[config.mk]
export PLATFORM = sky130hd
export DESIGN_NAME = qr_result_packer
export DESIGN_NICKNAME = d
export VERILOG_FILES = /design/src/rtl/qr_pkg.sv /design/src/rtl/qr_byte_ram.sv /design/src/rtl/qr_result_packer.sv
export SDC_FILE = /design/constraint.sdc
export NUM_CORES = 1
export LEC_CHECK = 0
export CAP_MARGIN = 20
export CORE_ASPECT_RATIO = 1.5
export CORE_MARGIN = 5
export CORE_UTILIZATION = 55
export DETAILED_ROUTE_END_ITERATION = 12
export GPL_TIMING_DRIVEN = 1
export MAX_ROUTING_LAYER = met4
export PLACE_DENSITY = 0.72
export RECOVER_POWER = 25
export SKIP_LAST_GASP = 1
export SYNTH_ARGS = -nofsm -noshare
export SYNTH_HDL_FRONTEND = slang
export SYNTH_HIERARCHICAL = 1
export SYNTH_SLANG_ARGS = --single-unit
[constraint.sdc]
create_clock -name clk -period 3.46 [get_ports clk]
set_clock_uncertainty 0.05 [all_clocks]
set_input_delay 0.692 -clock clk [delete_from_list [all_inputs] [get_ports clk]]
set_output_delay 0.692 -clock clk [all_outputs]
set_load 0.1 [all_outputs]
[src/rtl/qr_pkg.sv]
// Shared types and constants for the QR result packer.
// QR_PACK_CHECKSUM_EN adds the SEND_CHK state to the state type.
package qr_pkg;

    localparam int QR_MAX_BYTES = 32;

    typedef logic [7:0] jis8_t;

`ifdef QR_PACK_CHECKSUM_EN
    typedef enum logic [1:0] {
        COLLECT   = 2'd0,
        SEND_LEN  = 2'd1,
        SEND_DATA = 2'd2,
        SEND_CHK  = 2'd3
    } qr_state_t;
`else
    typedef enum logic [1:0] {
        COLLECT   = 2'd0,
        SEND_LEN  = 2'd1,
        SEND_DATA = 2'd2
    } qr_state_t;
`endif

endpackage

[src/rtl/qr_byte_ram.sv]
// Frame byte buffer: DEPTH x 8, one synchronous write port, one asynchronous read port.
// Contents are never reset.
module qr_byte_ram
    import qr_pkg::*;
#(
    parameter int DEPTH = QR_MAX_BYTES,
    parameter int AW    = $clog2(DEPTH)
) (
    input  logic          clk,
    input  logic          we,
    input  logic [AW-1:0] waddr,
    input  jis8_t         wdata,
    input  logic [AW-1:0] raddr,
    output jis8_t         rdata
);

    jis8_t mem [DEPTH];

    always_ff @(posedge clk) begin
        if (we) begin
            mem[waddr] <= wdata;
        end
    end

    assign rdata = mem[raddr];

endmodule

[src/rtl/qr_result_packer.sv]
// Collects decoded JIS8 bytes of one QR symbol and emits them as a length-prefixed frame.
// Optional trailing XOR checksum byte when QR_PACK_CHECKSUM_EN is defined.
module qr_result_packer
    import qr_pkg::*;
#(
    parameter int DEPTH = QR_MAX_BYTES
) (
    input  logic       clk,
    input  logic       srstn,
    input  logic       decode_valid,
    input  jis8_t      decode_jis8_code,
    input  logic       qr_decode_finish,
    output logic       out_valid,
    output logic [7:0] out_data,
    output logic       out_last,
    input  logic       out_ready,
    output logic       busy,
    output logic       overflow
);

    localparam int AW = $clog2(DEPTH);
    localparam int CW = AW + 1;

`ifdef QR_PACK_CHECKSUM_EN
    localparam qr_state_t TAIL_STATE = SEND_CHK;
`else
    localparam qr_state_t TAIL_STATE = COLLECT;
`endif

    qr_state_t       state_reg, state_next;
    logic [CW-1:0]   count_reg, count_next;
    logic [CW-1:0]   rd_ptr_reg, rd_ptr_next;
    logic            overflow_reg, overflow_next;
    logic            wr_en;
    jis8_t           rd_data;
`ifdef QR_PACK_CHECKSUM_EN
    jis8_t           chk_reg, chk_next;
`endif

    qr_byte_ram #(
        .DEPTH (DEPTH),
        .AW    (AW)
    ) u_ram (
        .clk   (clk),
        .we    (wr_en),
        .waddr (count_reg[AW-1:0]),
        .wdata (decode_jis8_code),
        .raddr (rd_ptr_reg[AW-1:0]),
        .rdata (rd_data)
    );

    always_ff @(posedge clk or negedge srstn) begin
        if (!srstn) begin
            state_reg    <= COLLECT;
            count_reg    <= '0;
            rd_ptr_reg   <= '0;
            overflow_reg <= 1'b0;
`ifdef QR_PACK_CHECKSUM_EN
            chk_reg      <= '0;
`endif
        end else begin
            state_reg    <= state_next;
            count_reg    <= count_next;
            rd_ptr_reg   <= rd_ptr_next;
            overflow_reg <= overflow_next;
`ifdef QR_PACK_CHECKSUM_EN
            chk_reg      <= chk_next;
`endif
        end
    end

    always_comb begin
        state_next    = state_reg;
        count_next    = count_reg;
        rd_ptr_next   = rd_ptr_reg;
        overflow_next = overflow_reg;
        wr_en         = 1'b0;
`ifdef QR_PACK_CHECKSUM_EN
        chk_next      = chk_reg;
`endif
        case (state_reg)
            COLLECT: begin
                // A byte arriving with finish is stored first, so the frozen length includes it.
                if (decode_valid) begin
                    if (count_reg < CW'(DEPTH)) begin
                        wr_en         = 1'b1;
                        count_next    = count_reg + CW'(1);
                        overflow_next = 1'b0;
`ifdef QR_PACK_CHECKSUM_EN
                        chk_next      = chk_reg ^ decode_jis8_code;
`endif
                    end else begin
                        overflow_next = 1'b1;
                    end
                end
                if (qr_decode_finish) begin
                    state_next = SEND_LEN;
                end
            end
            SEND_LEN: begin
                if (out_ready) begin
                    state_next = (count_reg != '0) ? SEND_DATA : TAIL_STATE;
                end
            end
            SEND_DATA: begin
                if (out_ready) begin
                    rd_ptr_next = rd_ptr_reg + CW'(1);
                    if (rd_ptr_reg == count_reg - CW'(1)) begin
                        state_next = TAIL_STATE;
                    end
                end
            end
`ifdef QR_PACK_CHECKSUM_EN
            SEND_CHK: begin
                if (out_ready) begin
                    state_next = COLLECT;
                end
            end
`endif
            default: state_next = COLLECT;
        endcase

        // Bytes arriving while a frame is being sent are lost; flag it.
        if (state_reg != COLLECT && decode_valid) begin
            overflow_next = 1'b1;
        end
        if (state_reg != COLLECT && state_next == COLLECT) begin
            count_next  = '0;
            rd_ptr_next = '0;
`ifdef QR_PACK_CHECKSUM_EN
            chk_next    = '0;
`endif
        end
    end

    always_comb begin
        out_valid = 1'b0;
        out_data  = '0;
        out_last  = 1'b0;
        case (state_reg)
            SEND_LEN: begin
                out_valid = 1'b1;
                out_data  = 8'(count_reg);
`ifndef QR_PACK_CHECKSUM_EN
                out_last  = (count_reg == '0);
`endif
            end
            SEND_DATA: begin
                out_valid = 1'b1;
                out_data  = rd_data;
`ifndef QR_PACK_CHECKSUM_EN
                out_last  = (rd_ptr_reg == count_reg - CW'(1));
`endif
            end
`ifdef QR_PACK_CHECKSUM_EN
            SEND_CHK: begin
                out_valid = 1'b1;
                out_data  = chk_reg;
                out_last  = 1'b1;
            end
`endif
            default: ;
        endcase
    end

    assign busy     = out_valid;
    assign overflow = overflow_reg;

endmodule

==> results.md <==
* Status: finished with violations
* Failing checks: setup timing
* CP Data Required Time at roughly 2.7 ns
* Async S/R FF share, synth at 5.54%
* Worst Max-Slew Pin Slew at between 1 and 1.5 ns
* Final period util at 109%
* Worst hold path type: flop to flop
* Critical R2R Launch: state_reg[0]
* WL met2 at 13.2 mm
* Synth Register Bits at between 200 and 300
* Met3 WL at 1.38 mm
* Yosys cell types at 49
* Max-cap viol count at 0
* WS Path Type: flop to output pin
* Cell Area, Synth at between 0.01 and 0.015 mm²
* CTS root buffer: clkbuf_16
* Setup tns final at -2.19 ns
* Critical path's largest stage delay at between 0.5 and 0.6 ns
* Row cnt at 64
* Synth top area share at between 60% and 70%
* Ys flop type: edfxtp_1
* Mapped Nets at around 580
* Max reg flops at ~260
* WL/cell at roughly 26 µm
* CP most frequent cell: buf_12
* EDFF count, synth at 256
* Worst Setup End Kind: output pin
* GRT Overall Usage at 22.3%
* Via/cell ratio at 6.17
* Area leader, netlist: edfxtp_1
* First-pass GRT wire length at between 30 and 40 mm
* RSZ-0062 raised after global routing: true
* Crit-path cells: buf_12, buf_12, buf_12, mux4_2, mux4_2, mux2_2, and2_4, buf_12
* Vias at around 5,700
* Post-route cell area at ~0.013 mm²
* CP max stage cell: mux4_2
* Largest net degree at the start of global routing at 42
* Seq/Total Area, Yosys at 72.0%
* Inserted Diodes at 0
* Top Family by Delay on Critical Path: multiplexers
* Highest metal layer with signal wires: met4
* Iter 0 DRT Violations at 596
* Routability cong. at just under 0.9
* Final hold vios at 0
* Clock-pin slew on the worst setup and hold paths at approximately 0.07 ns
* Residual DRC at 0
* Initial antenna violation count at 0
* Hpwl dp at roughly 15 mm
* P_leak at approximately 0.0043 µW
* Hold_buf cts at 0
* Detail Route Antenna Nets at 0
* I/O Buffers at 24
* Mapped Cells at between 500 and 600
* VDD IR max at between 400 and 500 µV
* CTS buffer count at 25
* First-pass iteration count of the detailed router at 5
* Min Tclk post-route at between 3 and 4 ns
* H-tree depth at 1
* Crit-path max FO at 8
* Die Footprint at 0.0234 mm²
* Reg2reg end: u_ram/mem[20][7]
* CTS Sinks at about 270
* Final hold slack at 0.489 ns
* Crit path launch: rd_ptr_reg[0]
* Total Nets Final at 669
* Main area contributors after synthesis: edfxtp_1 69%, mux4_2 16%, dfrtp_1 3.4%
* Die Wd at around 130 µm
* Power density over the cells at about 780 mW/mm²
* Finish-stage setup viols at 8
* Reg2Reg Setup Slack at 0.68 ns
* Clock buffer depth at 3
* Clock latency on the worst-skew pair at 0.51 ns
* Avg Cell Area, Syn at approximately 20 µm²
* Vias in the first global route at 5,893
* # IOs at 25
* Grt total ovfl at 0
* Final worst slack at -0.319 ns
* Syn. warnings at 6
* CTS tree: yes
* R2r worst-path depth at 7
* Layout Area Growth over Synthesis at 18.7%
* Post-Route WL at between 20 and 25 mm
* Share of post-route cells with drive strength above 1 at 34.3%
* Fmax at around 260 MHz
* Max-slew headroom at between 1.5 and 2%
* Core Area at 0.0203 mm²
* Worst Setup Start Kind: flop
* Worst setup endpoint: out_data[6]
* Wl on met1 at 9.30 mm
* Initial Utilization at between 50% and 60%
* Slew Viols, Final at 0
* Critical Path AT at 3.04 ns
* WP buf/inv at 4
* Vert. Die Dim at between 150 and 200 µm
* Crit. path cell count at 8
* Post-DP Area at approximately 0.012 mm²
## Yosys cell counts, drive strengths merged (2+ instances only)
| library cell | instances |
|---|---|
| a22oi | 6 |
| and2 | 3 |
| xor2 | 7 |
| a21oi | 9 |
| nand3b | 7 |
| mux2 | 8 |
| a21boi | 5 |
| edfxtp | 256 |
| mux4 | 80 |
| nor3 | 3 |
| or3b | 3 |
| mux2i | 5 |
| nor2 | 45 |
| nand2 | 13 |
| o21ai | 4 |
| buf | 19 |
| nand3 | 7 |
| dfrtp | 15 |
| and3 | 3 |
| inv | 9 |
| nand4 | 3 |
| ha | 8 |
| nand2b | 5 |
| xnor2 | 4 |
| clkbuf | 9 |
| o21ba | 2 |
| nor2b | 6 |
## per-layer routing
metal | vias to the layer above | track usage (%)
li1 | 2448 | -
met1 | 2999 | 28.6
met2 | 237 | 38.0
met3 | 45 | 2.91
met4 | 0 | 5.93
met5 | - | -
## repair_timing
item                                    CTS  global route
pin swaps                                 3             2
resized for setup                        14             4
endpoints found under the setup margin    9             9
buffers inserted                         10             4
gates cloned                              3             2
## cell families (layout without fill, tap and decap cells)
group | count (synthesis) | after routing | synth area share (%)
DFF | 271 | 271 | 72.0
and+or+nand+nor | 101 | 101 | 4.75
muxes | 93 | 93 | 17.3
buffers and inverters | 37 | 146 | 1.71
AOI/OAI and AO/OA | 35 | 35 | 2.47
xor gates and xnor gates | 11 | 11 | 0.860
adders and majority gates | 8 | 8 | 0.894
## cell usage in the layout, fill, tap and decap left out, types with 3 or more instances in the layout
master	count
xor2_1	7
nand2b_1	4
buf_4	49
nor2_1	45
o21ai_0	4
nand3_1	7
dfrtp_1	12
nor2b_2	6
nand2_1	13
mux2_2	3
inv_1	9
or3b_2	3
clkinv_1	5
a21oi_1	5
buf_12	21
clkbuf_1	12
nand4_1	3
edfxtp_1	256
a21oi_2	4
mux4_2	80
clkdlybuf4s50_1	4
ha_1	8
bufinv_16	4
a22oi_2	6
and3_1	3
mux2i_1	5
nand3b_1	6
mux2_4	5
clkbuf_16	27
xnor2_1	4
dlygate4sd3_1	8
## worst register-to-register path: cells and delay by family, from the launching register on
family / cells / cell delay (ns)
AND/OR/NAND/NOR: 3 / 1.02
buffers and inverters: 3 / 0.64
flip-flops: 1 / 0.50
adder cells (fa/ha/maj): 1 / 0.26
## report_power, final
part           switching [µW]  total [µW]  internal, µW
combinational            1950        3720          1770
sequential                103        3810          3710
clock                    1150        2780          1630
## per-stage QoR
step / setup WS (ns) / instances / total power, µW / utilization (%)
4_1_cts: -0.361 / 925 / 10300 / 65.6
6_report: -0.319 / 929 / 10300 / 65.6
3_5_place_dp: 0.155 / 868 / 7200 / 60.2
5_1_grt: -0.367 / 929 / 10700 / 65.6
3_3_place_gp: 0.185 / 868 / 7130 / 60.2
2_1_floorplan: 0.0824 / 556 / 6270 / -
## final cells by class
| cell class | count | area (µm²) |
|---|---|---|
| clock inverters | 14 | 178 |
| multi-input cells | 248 | 3020 |
| repair buffers | 93 | 1020 |
| flip-flops and latches | 271 | 8070 |
| clock buffers | 30 | 644 |
| well taps | 264 | 330 |
| inverters | 9 | 33.8 |
| fillers | 1295 | 6960 |
## worst min-delay path by stage
stage                  start      endpoint  slack [ns]  depth (start not counted)
floorplan              srstn  count_reg[0]        0.35                          0
global placement    overflow      overflow        0.43                          2
detailed placement  overflow      overflow        0.47                          2
CTS                 overflow      overflow        0.49                          2
global route        overflow      overflow        0.50                          2
finish              overflow      overflow        0.49                          2
Note: power is estimated with default switching activity, not from simulation.
